`config.mk`:
```
export PLATFORM = sky130hd
export DESIGN_NAME = rf_port_arbiter
export DESIGN_NICKNAME = d
export VERILOG_FILES = /design/src/rtl/rf_port_arbiter.sv
export SDC_FILE = /design/constraint.sdc
export NUM_CORES = 1
export LEC_CHECK = 0
export ABC_AREA = 1
export ABC_CLOCK_PERIOD_IN_PS = 1320
export CAP_MARGIN = 10
export CORE_MARGIN = 4
export CORE_UTILIZATION = 40
export DETAILED_ROUTE_END_ITERATION = 8
export GPL_TIMING_DRIVEN = 0
export PLACE_DENSITY_LB_ADDON = 0.3
export SETUP_SLACK_MARGIN = 0.5
export SYNTH_ARGS = -nofsm -noshare
export SYNTH_HDL_FRONTEND = slang
export SYNTH_SLANG_ARGS = --single-unit
```
`constraint.sdc`:
```
create_clock -name CLK -period 1.32 [get_ports CLK]
set_input_delay 0.264 -clock CLK [delete_from_list [all_inputs] [get_ports CLK]]
set_output_delay 0.264 -clock CLK [all_outputs]
set_load 0.03 [all_outputs]
```
`src/rtl/rf_port_arbiter.sv`:
```
// rtl/rf_port_arbiter.sv - two-requester round-robin arbiter for the register-file port (option: RF_ARB_TIMEOUT_EN)
module rf_port_arbiter #(
    parameter int Data_width     = 8,
    parameter int Address_width  = 4,
    parameter int TIMEOUT_CYCLES = 15
) (
    input  logic                     CLK,
    input  logic                     RST,
    input  logic                     M0_Req,
    input  logic                     M0_Wr,
    input  logic [Address_width-1:0] M0_Address,
    input  logic [Data_width-1:0]    M0_WrData,
    output logic                     M0_Ack,
    output logic [Data_width-1:0]    M0_RdData,
    output logic                     M0_RdData_valid,
    input  logic                     M1_Req,
    input  logic                     M1_Wr,
    input  logic [Address_width-1:0] M1_Address,
    input  logic [Data_width-1:0]    M1_WrData,
    output logic                     M1_Ack,
    output logic [Data_width-1:0]    M1_RdData,
    output logic                     M1_RdData_valid,
    output logic                     WrEN,
    output logic                     RdEN,
    output logic [Address_width-1:0] Address,
    output logic [Data_width-1:0]    WrData,
    input  logic [Data_width-1:0]    Rd_data,
    input  logic                     RdData_valid,
    output logic                     Busy,
    output logic                     Rd_error
);
    localparam logic [1:0] ST_IDLE    = 2'd0;
    localparam logic [1:0] ST_ISSUE   = 2'd1;
    localparam logic [1:0] ST_WAIT_RD = 2'd2;

    logic [1:0]               state_q, state_d;
    logic                     rr_q, rr_d;
    logic                     owner_q, owner_d;
    logic                     wren_q, wren_d;
    logic                     rden_q, rden_d;
    logic [Address_width-1:0] addr_q, addr_d;
    logic [Data_width-1:0]    wdata_q, wdata_d;
    logic [1:0]               ack_q, ack_d;
    logic [1:0]               rdv_q, rdv_d;
    logic [Data_width-1:0]    rdata0_q, rdata0_d;
    logic [Data_width-1:0]    rdata1_q, rdata1_d;
    logic                     busy_q, busy_d;

`ifdef RF_ARB_TIMEOUT_EN
    localparam logic [3:0] TO_LAST = 4'(TIMEOUT_CYCLES - 1);
    logic [3:0] cnt_q, cnt_d;
    logic       err_q, err_d;
`endif

    // A request still high during its own Ack cycle must not be granted again.
    logic [1:0] elig;
    logic       grant_idx;
    logic       grant_wr;
    assign elig      = {M1_Req & ~ack_q[1], M0_Req & ~ack_q[0]};
    assign grant_idx = (elig == 2'b11) ? rr_q : elig[1];
    assign grant_wr  = grant_idx ? M1_Wr : M0_Wr;

    always_comb begin
        state_d  = state_q;
        rr_d     = rr_q;
        owner_d  = owner_q;
        wren_d   = 1'b0;
        rden_d   = 1'b0;
        addr_d   = addr_q;
        wdata_d  = wdata_q;
        ack_d    = 2'b00;
        rdv_d    = 2'b00;
        rdata0_d = rdata0_q;
        rdata1_d = rdata1_q;
`ifdef RF_ARB_TIMEOUT_EN
        cnt_d    = cnt_q;
        err_d    = 1'b0;
`endif
        case (state_q)
            ST_IDLE: begin
                if (|elig) begin
                    addr_d           = grant_idx ? M1_Address : M0_Address;
                    wdata_d          = grant_idx ? M1_WrData : M0_WrData;
                    wren_d           = grant_wr;
                    rden_d           = ~grant_wr;
                    ack_d[grant_idx] = grant_wr;
                    owner_d          = grant_idx;
                    rr_d             = ~grant_idx;
                    state_d          = ST_ISSUE;
                end
            end
            ST_ISSUE: begin
                state_d = wren_q ? ST_IDLE : ST_WAIT_RD;
`ifdef RF_ARB_TIMEOUT_EN
                cnt_d   = 4'd0;
`endif
            end
            ST_WAIT_RD: begin
                if (RdData_valid) begin
                    if (owner_q) rdata1_d = Rd_data;
                    else         rdata0_d = Rd_data;
                    rdv_d[owner_q] = 1'b1;
                    ack_d[owner_q] = 1'b1;
                    state_d        = ST_IDLE;
                end
`ifdef RF_ARB_TIMEOUT_EN
                else if (cnt_q == TO_LAST) begin
                    ack_d[owner_q] = 1'b1;
                    err_d          = 1'b1;
                    state_d        = ST_IDLE;
                end else begin
                    cnt_d = cnt_q + 4'd1;
                end
`endif
            end
            default: state_d = ST_IDLE;
        endcase
        busy_d = (state_d != ST_IDLE);
    end

    always_ff @(posedge CLK or negedge RST) begin
        if (!RST) begin
            state_q  <= ST_IDLE;
            rr_q     <= 1'b0;
            owner_q  <= 1'b0;
            wren_q   <= 1'b0;
            rden_q   <= 1'b0;
            addr_q   <= '0;
            wdata_q  <= '0;
            ack_q    <= 2'b00;
            rdv_q    <= 2'b00;
            rdata0_q <= '0;
            rdata1_q <= '0;
            busy_q   <= 1'b0;
`ifdef RF_ARB_TIMEOUT_EN
            cnt_q    <= 4'd0;
            err_q    <= 1'b0;
`endif
        end else begin
            state_q  <= state_d;
            rr_q     <= rr_d;
            owner_q  <= owner_d;
            wren_q   <= wren_d;
            rden_q   <= rden_d;
            addr_q   <= addr_d;
            wdata_q  <= wdata_d;
            ack_q    <= ack_d;
            rdv_q    <= rdv_d;
            rdata0_q <= rdata0_d;
            rdata1_q <= rdata1_d;
            busy_q   <= busy_d;
`ifdef RF_ARB_TIMEOUT_EN
            cnt_q    <= cnt_d;
            err_q    <= err_d;
`endif
        end
    end

    assign WrEN            = wren_q;
    assign RdEN            = rden_q;
    assign Address         = addr_q;
    assign WrData          = wdata_q;
    assign M0_Ack          = ack_q[0];
    assign M1_Ack          = ack_q[1];
    assign M0_RdData_valid = rdv_q[0];
    assign M1_RdData_valid = rdv_q[1];
    assign M0_RdData       = rdata0_q;
    assign M1_RdData       = rdata1_q;
    assign Busy            = busy_q;
`ifdef RF_ARB_TIMEOUT_EN
    assign Rd_error        = err_q;
`else
    assign Rd_error        = 1'b0;
`endif
endmodule

```
==> impl_metrics.toml, run 1 <==
[pwr]
vdd.ir_drop.worst_mv = 1.20
power_leakage_uw = 0.00164
power_density_nw_per_um2 = 2380
power_uw = 7730

[yosys]
syn_avg_cell_area_um2 = 9.02
post_synth_instance_area_um2 = 1790
proportion_of_synthesized_chip_area_in_sequential_cells_pct = 54.6
synthDistinctLibCells = 21
synthesized_flop_and_latch_total = 39
synth_top_cells_by_count = "85 x nand2_1, 39 x dfrtp_1, 17 x inv_1"
post-synth-top-area-cell = "dfrtp_1"
post-synth-top-count-cell = "nand2_1"
synth_ff_type = "dfrtp_1"
syn-num-nets = 237
synth_top_area_share_pct = 54.6
yosysWarnings = 0
gate_count_post_synth = 198
synth_enable_flop_cells = 0
async_reset_ff_share_pct = 100
synth_top_cells_by_area = "dfrtp_1 55%, nand2_1 18%, o21ai_2 7.8%"

[routing]
num_vias = 1750
drt-wirelength-per-cell_um = 15.2
post-route-drc-count = 0
remaining_antenna_violation_count_after_routing = 0
drt-vias-per-instance = 4.78
routed_wl_mm = 5.56
drt-pass1-iter-count = 4
detailedRoute.firstIterationViolations = 66

[die]
design.core.area_um2 = 4320
floorplan.rows = 24
die_h_um = 74.8
initial_utilization_pct = 41.3
count_of_pins_on_the_block_boundary = 75
chipWidth_um = 74.8
die_area_um2 = 5600

[worst_setup_path]
arrival_ns = 1.46
r2r-end = "WrData[6]$_DFFE_PN0P_"
reg2reg_from = "state_q[0]$_DFF_PN0_"
crit_path_start_kind = "register"
rr_worst_depth = 7
setup.worst_path.end_class = "register"
r2r_setup_slack_ns = 0.1
timing.setup.critical_path_class = "register to register"
worst_ep_required_time_ns = 1.55
crit_fanout = 6

[clock_tree]
clock_sinks = 39
clk_pin_slew_worst_paths_ns = 0.08
ctsLongestPathBuffers = 2
cts_tree = "built"
tritoncts_buffer_count = 5
cts.root.buffer_cell = "clkbuf_8"
htree_num_levels = 2
clk_latency_ns = 0.30

[status]
run_status = "finished, violations left"
failed_checks = "hold timing"

[timing]
finClkSkew_ns = 0.00812
finalSetupTns_ns = 0
worst_slew_margin_rel_pct = 63.5
period_needed_ns = 1.22
timing.final.crit_share_pct = 92.7
hold_violations = 39
max_fclk_ghz = 0.817
grt_setup_unrepaired = "true"
finalSetupViolations = 0
worst_pin_slew_ns = 0.548
final_max_slew_viol_count = 0
whs_ns = -0.0260

[grt]
overflow = 0
grt_first_pass_wirelength_mm = 8.02
first_global_vias = 1634
grt_usage_pct = 19.3
initial_antenna_violation_count = 0
grt_max_degree = 40

[min_path]
min-delay-path-class = "primary input to asynchronous set/reset pin"

[final_layout]
layout-area-overhead-vs-synth_pct = 81.8
num_antenna_cells = 0
layout-drive-gt1-share_pct = 51.6
postLayoutCellArea_um2 = 3250
fin_nets = 352

[job]
max_cap_viol_count = 0

[placed_design]
place_area_um2 = 2600
place_hpwl_mm = 3.16
gp_congestion = 0.748
total_of_buffers_placed_on_input_and_output_ports = 73
cell usage in the layout, fill, tap and decap left out, types with 3 or more instances in the layout:
master | netlist | routed
buf_4 | 3 | 20
dfrtp_1 | 39 | 36
nand2_4 | 2 | 4
nand2_2 | 0 | 30
dfrtp_2 | 0 | 3
nand3_2 | 1 | 5
o21ai_2 | 16 | 19
clkbuf_8 | 0 | 5
inv_2 | 3 | 6
nand3_4 | 2 | 3
buf_6 | 4 | 51
dlygate4sd2_1 | 0 | 3
clkdlybuf4s50_1 | 0 | 34
nand2_1 | 85 | 52
nand3_1 | 14 | 10
inv_1 | 17 | 11
how the worst max path moves through the flow:
stage | startpoint | endpoint | slack [ns] | cells after the start
floorplan | ack_q[1]$_DFF_PN0_ | Address[0]$_DFFE_PN0P_ | 0.16 | 9
global placement | RST | ack_q[1]$_DFF_PN0_ | -1.15 | 1
detailed placement | M0_Req | WrData[4]$_DFFE_PN0P_ | -0.23 | 8
CTS | state_q[0]$_DFF_PN0_ | M0_RdData[7]$_DFFE_PN0P_ | 0.13 | 5
global route | state_q[0]$_DFF_PN0_ | M1_RdData[5]$_DFFE_PN0P_ | 0.06 | 4
finish | state_q[0]$_DFF_PN0_ | WrData[6]$_DFFE_PN0P_ | 0.1 | 7
logic make-up (layout without fill, tap and decap cells):
logic type / Yosys count / after routing / synth area share [%]
simple gates: 110 / 111 / 27.9
flops: 39 / 39 / 54.6
compound gates: 20 / 20 / 8.96
other cells: 1 / 1 / 0.210
buf+inv: 28 / 143 / 8.26
area by class of cell:
type | instances | area (µm²)
Buffer | 8 | 98.8
Clock buffer | 6 | 72.6
Clock inverter | 2 | 12.5
Fill cell | 324 | 1080
Inverter | 20 | 90.1
Multi-Input combinational cell | 132 | 827
Sequential cell | 39 | 980
Tap cell | 52 | 65.1
Timing Repair Buffer | 107 | 1100
sequential cells by signal, indices dropped and copies added, names as in the netlist:
signal / count
Address: 4
Busy: 1
M0_RdData: 8
M1_RdData: 8
RdEN: 1
WrData: 8
WrEN: 1
ack_q: 2
owner_q: 1
rdv_q: 2
rr_q: 1
state_q: 2
worst max-delay path: stages, from the launching register on:
cell	delay (ns)
dfrtp_2	0.45
buf_12	0.14
nor2_4	0.12
nand2_4	0.10
inv_6	0.10
buf_6	0.13
nand2_1	0.06
nand2_1	0.05
per-stage QoR:
step                      utilization [%]  setup slack [ns]  cells
after floorplan                         -             0.155    198
after global placement               60.3             -1.15    323
final                                75.1            0.0965    366
after global routing                 75.1            0.0593    366
after detailed placement             60.2            -0.232    323
after CTS                            68.5             0.128    351
metal layers:
metal	part of all wire, %	global-route usage, %
met1	40	25.7
met2	54	30.9
met3	4.3	3.74
met4	1.7	7.71
met5	0	0
report_power, final:
group,internal [µW],switching (µW)
registers,1730,392
clock network,370,438
logic,2290,2510
total,4390,3340
timing repair:
| item | in CTS | in global routing |
|---|---|---|
| hold endpoints to repair | 0 | 0 |
| cloned | 6 | 0 |
| hold buffers | 0 | 0 |
| endpoints found under the setup margin | 74 | 77 |
| buffers inserted | 14 | 15 |
| resized for setup | 272 | 56 |
| pin swaps | 7 | 27 |
(Power assumes the default switching activity.)
==> run 2: changes to the inputs <==
--- a/config.mk
+++ b/config.mk
@@ -13,7 +13,9 @@
 export DETAILED_ROUTE_END_ITERATION = 8
 export GPL_TIMING_DRIVEN = 0
 export PLACE_DENSITY_LB_ADDON = 0.3
+export RECOVER_POWER = 50
 export SETUP_SLACK_MARGIN = 0.5
 export SYNTH_ARGS = -nofsm -noshare
 export SYNTH_HDL_FRONTEND = slang
 export SYNTH_SLANG_ARGS = --single-unit
+export TNS_END_PERCENT = 30
==> run 2 against run 1 <==
The flow now finishes without violations. Combinational power down 21%. Sequential power about the same. Total power down 13%. Non-clock buffer count down 16. Flip-flop and latch count unchanged. Critical endpoint is now WrEN$_DFF_PN0_.
==> impl_metrics.toml, run 2 (synthesis gave the netlist of run 1 again) <==
[final_layout]
num_antenna_cells = 0
final_common_cell = "nand2_1"
layout-drive-gt1-share_pct = 37.0
postLayoutCellArea_um2 = 2920
postLayoutCoreUtil_pct = 67.5
fin_nets = 335
layout-area-overhead-vs-synth_pct = 63.3
most-common-layout-cells = "72 x nand2_1, 37 x dfrtp_1, 35 x clkdlybuf4s50_1, 19 x buf_6, 16 x o21ai_2"

[pwr]
power_density_nw_per_um2 = 2320
vdd.ir_drop.worst_mv = 1.54
power_leakage_uw = 0.00152
power_uw = 6760

[clock_tree]
clock_sinks = 39
ctsLongestPathBuffers = 2
clk_latency_ns = 0.29
cts_tree = "built"
cts_hold_repair.buffers = 0
clk_pin_slew_worst_paths_ns = 0.08
cts.root.buffer_cell = "clkbuf_8"
tritoncts_buffer_count = 5
htree_num_levels = 2

[routing]
routed_wl_mm = 4.82
detailedRoute.firstIterationViolations = 109
drt-vias-per-instance = 4.64
drt-wirelength-per-cell_um = 13.8
remaining_antenna_violation_count_after_routing = 0
num_vias = 1621
drt-pass1-iter-count = 4
post-route-drc-count = 0

[die]
initial_utilization_pct = 41.3
design.core.area_um2 = 4320
count_of_pins_on_the_block_boundary = 75
die_area_um2 = 5600
floorplan.rows = 24
chipWidth_um = 74.8
die_h_um = 74.8

[grt]
first_global_vias = 1537
overflow = 0
grt_usage_pct = 17.2
initial_antenna_violation_count = 0
grt_first_pass_wirelength_mm = 7.20
grt_max_degree = 40

[status]
run_status = "finished clean"

[timing]
finalSetupTns_ns = 0
worst_pin_slew_ns = 0.963
period_needed_ns = 1.20
hold_violations = 0
finalSetupViolations = 0
final_max_slew_viol_count = 0
finClkSkew_ns = 0.00690
final.setup.worst_slack_ns = 0.124
timing.final.crit_share_pct = 90.6
max_fclk_ghz = 0.836
grt_setup_unrepaired = "true"
worst_slew_margin_rel_pct = 35.8

[placed_design]
dp_slack_ns = -0.221
place_area_um2 = 2590
total_of_buffers_placed_on_input_and_output_ports = 73
place_hpwl_mm = 3.18
gp_congestion = 0.717

[worst_setup_path]
crit_path_start_kind = "register"
timing.critical_path.cells = "inv_2, nand2_4, inv_4, buf_6, buf_8, nand3b_1, nand2_1, nor2_1"
cpPeakStageDelay_ns = 0.41
crit_fanout = 5
worst_ep_required_time_ns = 1.50
arrival_ns = 1.38
critical-path-slowest-cell = "dfrtp_2"
setup.worst_path.end_class = "register"
timing.setup.critical_path_class = "register to register"

[min_path]
min-delay-path-class = "primary input to asynchronous set/reset pin"

[job]
max_cap_viol_count = 0
-- run 2: area by class of cell --
cell class                      count  area (µm²)
Sequential cell                    39         978
Inverter                           20        82.6
Clock buffer                        8         100
Fill cell                         371        1410
Timing Repair Buffer               91         827
Tap cell                           52        65.1
Buffer                              8         109
Multi-Input combinational cell    131         756
-- run 2: repair_timing --
action                                  4_1_cts  5_1_grt
cloned                                        1        1
endpoints found under the setup margin       74       76
setup buffers                                14        2
pin swaps                                     5       19
resized for setup                           226       37
-- run 2: power breakdown --
part | internal (µW) | switching, µW | total [µW]
Clock | 477 | 404 | 881
Sequential | 1720 | 379 | 2100
Combinational | 1560 | 2220 | 3780
Total | 3760 | 3000 | 6760
-- run 2: worst max-delay path, delay by kind of cell, from the launching register on --
family / cells / cell delay [ns]
buffers and inverters: 4 / 0.38
flip-flops: 1 / 0.41
AND/OR/NAND/NOR: 4 / 0.29
-- run 2: per-layer routing --
metal  track usage, %  vias to the layer above  share of wire (%)
met1             22.1                      768                 43
met2             29.0                       41                 52
li1                 -                      810                  -
met5                0                        -                  0
met3             4.27                        2                5.0
met4             4.35                        0               0.66
-- run 2: worst paths after layout --
kind / slack [ns] / cells past startpoint / startpoint / end
max in group asynchronous: 0.55 / 1 / RST / ack_q[1]$_DFF_PN0_
worst min register to register: 0.48 / 2 / Address[3]$_DFFE_PN0P_ / Address[3]$_DFFE_PN0P_
min in group CLK: 0.48 / 2 / Address[3]$_DFFE_PN0P_ / Address[3]$_DFFE_PN0P_
worst max register to register: 0.12 / 8 / ack_q[1]$_DFF_PN0_ / WrEN$_DFF_PN0_
worst max-delay path: 0.12 / 8 / ack_q[1]$_DFF_PN0_ / WrEN$_DFF_PN0_
worst min-delay path: 0.12 / 1 / RST / WrData[4]$_DFFE_PN0P_
-- run 2: through the flow --
stage / std cells / hold slack (ns)
detailed placement: 323 / 0.431
CTS: 346 / 0.114
floorplan: 198 / -0.0316
global route: 349 / 0.201
global placement: 323 / 0.463
finish: 349 / 0.119
